<file path="src/rtl/cam_pkg.sv">
// Shared definitions for the CAM command master.
// Holds the command opcode encoding, the FSM state encoding and small decode helpers
// that are used by cam_cmd_master.
package cam_pkg;

    // Command opcodes carried on cmd_op / rsp_op.
    typedef enum logic [1:0] {
        OP_LOOKUP = 2'b00,
        OP_INSERT = 2'b01,
        OP_DELETE = 2'b10,
        OP_RSVD   = 2'b11
    } cam_op_e;

    // Command sequencer states.
    typedef enum logic [2:0] {
        ST_IDLE     = 3'd0,
        ST_WR_ISSUE = 3'd1,
        ST_WR_WAIT  = 3'd2,
        ST_LK_WAIT  = 3'd3,
        ST_RESP     = 3'd4
    } cam_state_e;

    // True for the opcodes that modify CAM contents.
    function automatic logic op_is_write(input cam_op_e op);
        return (op == OP_INSERT) || (op == OP_DELETE);
    endfunction

endpackage

</file>
<file path="src/rtl/cam_cmd_master.sv">
// CAM command master.
// Accepts one command at a time on a valid/ready channel, drives the CAM write and
// compare ports, and returns one response per command on a valid/ready channel.
//
// Ports:
//   clk, rst                     rising-edge clock, synchronous active-high reset
//   cmd_valid/cmd_ready          command handshake; cmd_op, cmd_addr, cmd_data payload
//   rsp_valid/rsp_ready          response handshake; rsp_op, rsp_hit, rsp_err, rsp_addr
//   write_enable, write_delete   one-cycle CAM write strobe and delete qualifier
//   write_addr, write_data       CAM write entry and key (held between writes)
//   compare_data                 CAM search key (held from lookup accept until response)
//   write_busy                   CAM is still completing a write
//   match, match_addr            CAM search result, valid MATCH_LATENCY cycles after accept
module cam_cmd_master
    import cam_pkg::*;
#(
    parameter int unsigned DATA_WIDTH    = 24,
    parameter int unsigned ADDR_WIDTH    = 9,
    parameter int unsigned MATCH_LATENCY = 2,
    parameter int unsigned BUSY_TIMEOUT  = 1023
) (
    input  logic                  clk,
    input  logic                  rst,
    input  logic                  cmd_valid,
    output logic                  cmd_ready,
    input  logic [1:0]            cmd_op,
    input  logic [ADDR_WIDTH-1:0] cmd_addr,
    input  logic [DATA_WIDTH-1:0] cmd_data,
    output logic                  rsp_valid,
    input  logic                  rsp_ready,
    output logic [1:0]            rsp_op,
    output logic                  rsp_hit,
    output logic                  rsp_err,
    output logic [ADDR_WIDTH-1:0] rsp_addr,
    output logic                  write_enable,
    output logic                  write_delete,
    output logic [ADDR_WIDTH-1:0] write_addr,
    output logic [DATA_WIDTH-1:0] write_data,
    output logic [DATA_WIDTH-1:0] compare_data,
    input  logic                  write_busy,
    input  logic                  match,
    input  logic [ADDR_WIDTH-1:0] match_addr
);

    localparam int unsigned ToW  = $clog2(BUSY_TIMEOUT + 1);
    localparam int unsigned LatW = $clog2(MATCH_LATENCY + 1);

    // Last counter value before giving up on / sampling the CAM.
    localparam logic [ToW-1:0]  ToLast  = ToW'(BUSY_TIMEOUT - 1);
    localparam logic [LatW-1:0] LatLast = LatW'(MATCH_LATENCY - 1);

    cam_state_e            state_q, state_d;
    cam_op_e               op_q, op_d;
    logic [ADDR_WIDTH-1:0] write_addr_q, write_addr_d;
    logic [DATA_WIDTH-1:0] write_data_q, write_data_d;
    logic                  write_delete_q, write_delete_d;
    logic [DATA_WIDTH-1:0] compare_data_q, compare_data_d;
    logic [ToW-1:0]        wait_cnt_q, wait_cnt_d;
    logic [LatW-1:0]       lat_cnt_q, lat_cnt_d;
    cam_op_e               rsp_op_q, rsp_op_d;
    logic                  rsp_hit_q, rsp_hit_d;
    logic                  rsp_err_q, rsp_err_d;
    logic [ADDR_WIDTH-1:0] rsp_addr_q, rsp_addr_d;

    cam_op_e cmd_op_e;
    logic    cmd_accept;

    assign cmd_op_e = cam_op_e'(cmd_op);

    // Held low during reset so nothing is accepted in the reset cycle itself.
    assign cmd_ready  = (state_q == ST_IDLE) && !write_busy && !rst;
    assign cmd_accept = cmd_valid && cmd_ready;

    always_comb begin
        state_d        = state_q;
        op_d           = op_q;
        write_addr_d   = write_addr_q;
        write_data_d   = write_data_q;
        write_delete_d = write_delete_q;
        compare_data_d = compare_data_q;
        wait_cnt_d     = wait_cnt_q;
        lat_cnt_d      = lat_cnt_q;
        rsp_op_d       = rsp_op_q;
        rsp_hit_d      = rsp_hit_q;
        rsp_err_d      = rsp_err_q;
        rsp_addr_d     = rsp_addr_q;

        case (state_q)
            ST_IDLE: begin
                if (cmd_accept) begin
                    op_d = cmd_op_e;
                    if (op_is_write(cmd_op_e)) begin
                        write_addr_d   = cmd_addr;
                        write_data_d   = cmd_data;
                        write_delete_d = (cmd_op_e == OP_DELETE);
                        wait_cnt_d     = '0;
                        state_d        = ST_WR_ISSUE;
                    end else if (cmd_op_e == OP_LOOKUP) begin
                        compare_data_d = cmd_data;
                        lat_cnt_d      = '0;
                        state_d        = ST_LK_WAIT;
                    end else begin
                        // Reserved opcode: answer at once, leave the CAM alone.
                        rsp_op_d   = OP_RSVD;
                        rsp_hit_d  = 1'b0;
                        rsp_err_d  = 1'b1;
                        rsp_addr_d = cmd_addr;
                        state_d    = ST_RESP;
                    end
                end
            end

            ST_WR_ISSUE: begin
                state_d = ST_WR_WAIT;
            end

            ST_WR_WAIT: begin
                // The CAM may not have raised write_busy yet on the first wait cycle,
                // so busy is only trusted from the second cycle onwards.
                if ((wait_cnt_q != '0) && !write_busy) begin
                    rsp_op_d   = op_q;
                    rsp_hit_d  = 1'b0;
                    rsp_err_d  = 1'b0;
                    rsp_addr_d = write_addr_q;
                    state_d    = ST_RESP;
                end else if (wait_cnt_q == ToLast) begin
                    rsp_op_d   = op_q;
                    rsp_hit_d  = 1'b0;
                    rsp_err_d  = 1'b1;
                    rsp_addr_d = write_addr_q;
                    state_d    = ST_RESP;
                end else begin
                    wait_cnt_d = wait_cnt_q + 1'b1;
                end
            end

            ST_LK_WAIT: begin
                // compare_data was presented at accept; the result is valid in the
                // MATCH_LATENCY-th cycle of this state.
                if (lat_cnt_q == LatLast) begin
                    rsp_op_d   = OP_LOOKUP;
                    rsp_hit_d  = match;
                    rsp_err_d  = 1'b0;
                    rsp_addr_d = match_addr;
                    state_d    = ST_RESP;
                end else begin
                    lat_cnt_d = lat_cnt_q + 1'b1;
                end
            end

            ST_RESP: begin
                if (rsp_ready) begin
                    state_d = ST_IDLE;
                end
            end

            default: begin
                state_d = ST_IDLE;
            end
        endcase
    end

    always_ff @(posedge clk) begin
        if (rst) begin
            state_q        <= ST_IDLE;
            op_q           <= OP_LOOKUP;
            write_addr_q   <= '0;
            write_data_q   <= '0;
            write_delete_q <= 1'b0;
            compare_data_q <= '0;
            wait_cnt_q     <= '0;
            lat_cnt_q      <= '0;
            rsp_op_q       <= OP_LOOKUP;
            rsp_hit_q      <= 1'b0;
            rsp_err_q      <= 1'b0;
            rsp_addr_q     <= '0;
        end else begin
            state_q        <= state_d;
            op_q           <= op_d;
            write_addr_q   <= write_addr_d;
            write_data_q   <= write_data_d;
            write_delete_q <= write_delete_d;
            compare_data_q <= compare_data_d;
            wait_cnt_q     <= wait_cnt_d;
            lat_cnt_q      <= lat_cnt_d;
            rsp_op_q       <= rsp_op_d;
            rsp_hit_q      <= rsp_hit_d;
            rsp_err_q      <= rsp_err_d;
            rsp_addr_q     <= rsp_addr_d;
        end
    end

    // Strobe is decoded from state so it cannot assert anywhere but WR_ISSUE.
    assign write_enable = (state_q == ST_WR_ISSUE);
    assign write_delete = write_delete_q;
    assign write_addr   = write_addr_q;
    assign write_data   = write_data_q;
    assign compare_data = compare_data_q;

    assign rsp_valid = (state_q == ST_RESP);
    assign rsp_op    = rsp_op_q;
    assign rsp_hit   = rsp_hit_q;
    assign rsp_err   = rsp_err_q;
    assign rsp_addr  = rsp_addr_q;

endmodule

</file>
<file path="config.mk">
export PLATFORM = sky130hd
export DESIGN_NAME = cam_cmd_master
export DESIGN_NICKNAME = d
export VERILOG_FILES = /design/src/rtl/cam_pkg.sv /design/src/rtl/cam_cmd_master.sv
export SDC_FILE = /design/constraint.sdc
export NUM_CORES = 1
export LEC_CHECK = 0
export BUFFER_PORTS_ARGS = -buffer_cell sky130_fd_sc_hd__buf_2
export CELL_PAD_IN_SITES_DETAIL_PLACEMENT = 0
export CELL_PAD_IN_SITES_GLOBAL_PLACEMENT = 1
export CORE_ASPECT_RATIO = 2
export CORE_MARGIN = 3
export CORE_UTILIZATION = 25
export CTS_CLUSTER_DIAMETER = 50
export DETAILED_ROUTE_END_ITERATION = 16
export PLACE_DENSITY = 0.64
export SYNTH_ARGS = -nofsm -noshare
export SYNTH_HDL_FRONTEND = slang
export SYNTH_SLANG_ARGS = --single-unit
</file>
<file path="constraint.sdc">
create_clock -name clk -period 2.25 [get_ports clk]
set_input_delay 0.225 -clock clk [delete_from_list [all_inputs] [get_ports clk]]
set_output_delay 0.225 -clock clk [all_outputs]
set_load 0.01 [all_outputs]
</file>
After elaboration in Yosys (flattened, before gate mapping)
Index checks and enable logic that the tools add are counted. W data, S select, Z words.

Bits in registers: 88. Input port bits: 50. Logic and storage cells: 100.

Add/sub/neg operators: 2. Reduce and logical (&&, ||, !) cells: 20. Mux-type cells: 46. Equal/unequal tests: 19. Bitwise operators: 1.

Operators with widths (number): $mux W9 (6); $mux W10 (4); $pmux W9 S3 (1); $mux W3 (7); $mux W2 (10); $pmux W10 S2 (1); $pmux W3 S5 (1); $ne A2 B2 Y1 const B (7); $mux W1 (12); $add A10 B1 Y10 const B (1); $eq A10 B10 Y1 const B (1); $reduce_and A5 Y1 (2); $reduce_bool A10 Y1 (1); $reduce_and A4 Y1 (2); $eq A3 B2 Y1 const B (2); $ne A2 B1 Y1 const B (3); $pmux W1 S3 (2); $pmux W2 S3 (1); $reduce_and A6 Y1 (1); $eq A2 B1 Y1 const B (2); $logic_and A1 B1 Y1 (4); $pmux W2 S2 (1); $reduce_bool A2 Y1 (2); $eq A3 B1 Y1 const B (1); other kinds (12) (13).

Longest topological paths before layout
Depth after elaboration: 6. Depth in mapped cells: 7.

Worst setup path before layout
OpenSTA, ideal clock, no wires.

Path kind: reg-to-reg. From: register wait_cnt_q[0]. To: register rsp_addr_q[0], in the netlist rsp_addr[0]. Buffers on the path: 1. Path slack: 0.351 ns. Data required time: 2.130 ns. Arrival time: 1.779 ns. Setup time: 0.120 ns. Stages on the path, launching flop included: 8. Cell sequence: dfxtp_1 > inv_1 > ha_1 > nor4bb_4 > a32o_1 > a2111o_1 > buf_6 > mux2i_1.

Cells in the longest elaborated chain, start to end: 4.

Ends and longest elaborated chain: start, declared (RTL line cam_cmd_master.sv:58) `logic [ToW-1:0] wait_cnt_q, wait_cnt_d;`; start signal, assigned (RTL line cam_cmd_master.sv:184) `wait_cnt_q <= wait_cnt_d;`; $reduce_bool A10 Y1 (RTL line cam_cmd_master.sv:120) `if ((wait_cnt_q != '0) && !write_busy) begin`; $logic_and A1 B1 Y1 (RTL line cam_cmd_master.sv:120); $ne A3 B3 Y1 (no line) / $mux W9 (equally long branches); $reduce_and A6 Y1 (no line) / $pmux W9 S3 (equally long branches); end signal, assigned (RTL line cam_cmd_master.sv:189) `rsp_addr_q <= rsp_addr_d;`; end, declared (RTL line cam_cmd_master.sv:63) `logic [ADDR_WIDTH-1:0] rsp_addr_q, rsp_addr_d;`.

Parallel ways exist; a longest one is shown, timed or not. A chain may end at the register's enable or synchronous reset.

Final worst setup path
From: register wait_cnt_q[0]. To: register rsp_addr_q[6], in the netlist rsp_addr[6].

Same word-level chain as after synthesis.

==> flow_summary.toml <==
[outcome]
status = "finished clean"

[clocking]
clockBufferDepth = 2
cts_root_buf = "clkbuf_16"
cts.sink_count = 88
post_cts_buffers = 0
worstSkewPairLatency_ns = 0.33
cts_tree = "built"
clkTransAtPathRegs_ns = 0.07
cts_resized = 0
htreeDepth = 3
hold_buffers = 0
cts_buffers = 9

[floorplanning]
dieArea_sq_um = 17100
die_w_microns = 93.9
num_rows = 63
core_region_area_sq_um = 15000
ioPinCount = 124
start_util_pct = 25.8
die_h_microns = 182

[synthesis]
post-synth-top-area-cell = "dfxtp_1"
synth_flop_cell = "dfxtp_1"
yosys_register_bits = 88
synth_fp_nets = 526
synthCells = 468
synth_top_area_share_pct = 45.6
seq_area_frac_synth_pct = 45.6
yosys_warnings = 0
ys_async_sr_fraction_pct = 0
syn-cell-area_sq_um = 3860
synth-edff-count = 0
synth_area_per_cell_sq_um = 8.26
yosys-top-cells-area = "dfxtp_1, nand2_1, a21oi_1, mux2i_1, ha_1"
synth.distinct_cells = 47

[critical_path]
required_ns = 2.47
cp_max_fo = 10
critPathKind = "flip-flop to flip-flop"
start_kind = "flip-flop"
r2r_slack_ns = 0.19
critPathArrivalTime_ns = 2.28
worstSetupEndpointType = "flip-flop"

[sta]
setup_violations = 0
report.final.slew_viol_count = 0
relSlewSlack_pct = 62.4
worst_slew_pin_slew_ns = 0.564
post-route-min-period_ns = 2.06
finalClockSkew_ns = 0.00572
holdWs_ns = 0.133
setup_tns_ns = 0
rsz0062_at_grt = "false"
layout_setup_ws_ns = 0.190
post-route-period-util_pct = 91.5
hold_viol = 0
timing.fmax_ghz = 0.485

[global_routing]
track_usage_pct = 14.8
grt_pass1_vias = 3796
grt_first_pass_wirelength_microns = 19700
overflow = 0
grt_max_degree = 57
antenna_found_initial = 0

[cells_and_area]
layout_common_cells = "nand2_1, buf_2, dfxtp_1"
area_growth_pct = 31.4
fin_util_pct = 33.9
stdcell_count = 790
diodes = 0
final_nets = 648
layout_commonest_cell = "nand2_1"
layout-drive-gt1-share_pct = 28.2

[run]
maxCapViolCount = 0

[route]
wl_per_cell_microns = 16.0
drtIter0Drc = 120
first_pass_iters = 4
vias = 3771
viasPerCell = 4.77
drc_errors = 0
ant_nets = 0
finalWirelength_microns = 12600

[placement]
dp_cells = 774
dp_slack_ns = 0.190
hpwl_microns = 9270
globalplace.congestion = 0.789
port_buffers = 123

[pwr]
peakVddDrop_uv = 346
leakage_nw = 2.12
powerDensity_nw_per_um2 = 895

[min_path]
hold_class = "input pin to flip-flop"
-- stage by stage --
stage	cell area (sq um)	total power [mW]
after detailed placement	4740	2.92
after global routing	5080	4.77
after global placement	4740	2.90
final	5080	4.55
after CTS	5070	4.60
after floorplan	3860	2.48
-- kinds of logic after synthesis --
kind of cell	share of synthesized area, %
adders and majority gates	2.59
muxes	5.18
and+or+nand+nor	24.6
buffers and inverters	4.63
AOI/OAI and AO/OA	17.4
DFF	45.6
-- flip-flops by register name, summed over array words and instances (netlist names), 2 cells and up --
signal	flops
rsp_addr	9
state_q	3
op_q	2
write_data	24
lat_cnt_q	2
compare_data	24
rsp_op	2
write_addr	9
wait_cnt_q	10
-- synthesized netlist by cell type, types with 4 or more instances --
library cell  number
dfxtp_1           88
or4_1              4
o211ai_1           4
a211o_1            9
nand3_1           11
or3_1              4
mux2i_1           20
nand2_1          125
a211oi_1           6
inv_1             10
nor3_1             4
clkbuf_1          22
nand2b_1          13
nor2_1            15
a31oi_1            6
buf_2              8
a21oi_1           69
ha_1               8
-- path summary, 6_finish.rpt --
path,depth (start not counted),end,start
worst max-delay path,7,rsp_addr[6]$_SDFFE_PP0P_,wait_cnt_q[0]$_SDFFE_PP0P_
worst min-delay path,3,compare_data[4]$_SDFFE_PP0P_,cmd_data[4]
worst max register to register,7,rsp_addr[6]$_SDFFE_PP0P_,wait_cnt_q[0]$_SDFFE_PP0P_
worst min register to register,2,write_data[18]$_SDFFE_PP0P_,write_data[18]$_SDFFE_PP0P_
-- final cells by class --
class	instances	area (sq um)
sequential	88	1760
tap	195	244
multi-input combinational	337	1930
clock buffer	10	239
timing repair buffer	144	776
clock inverter	6	90.1
fill	1662	9900
inverter	10	37.5
-- power breakdown --
group | internal [mW] | total [mW] | switching (mW)
Clock | 1.01 | 1.67 | 0.655
Sequential | 1.67 | 1.76 | 0.0882
Combinational | 0.480 | 1.13 | 0.645
-- layer usage --
layer | vias up | track usage, % | wire (microns)
met1 | 1780 | 14.3 | 4320
li1 | 1866 | - | -
met5 | - | 0 | 0
met2 | 96 | 28.9 | 7410
met4 | 0 | 7.81 | 458
met3 | 29 | 2.11 | 451
-- worst max-delay path, stage by stage (launching register included) --
cell	delay (ns)
dfxtp_1	0.39
inv_1	0.10
ha_1	0.21
nor4bb_4	0.17
a32o_1	0.29
a2111o_1	0.42
buf_4	0.22
mux2i_1	0.14
No activity file was read; power rests on OpenSTA's default activity.
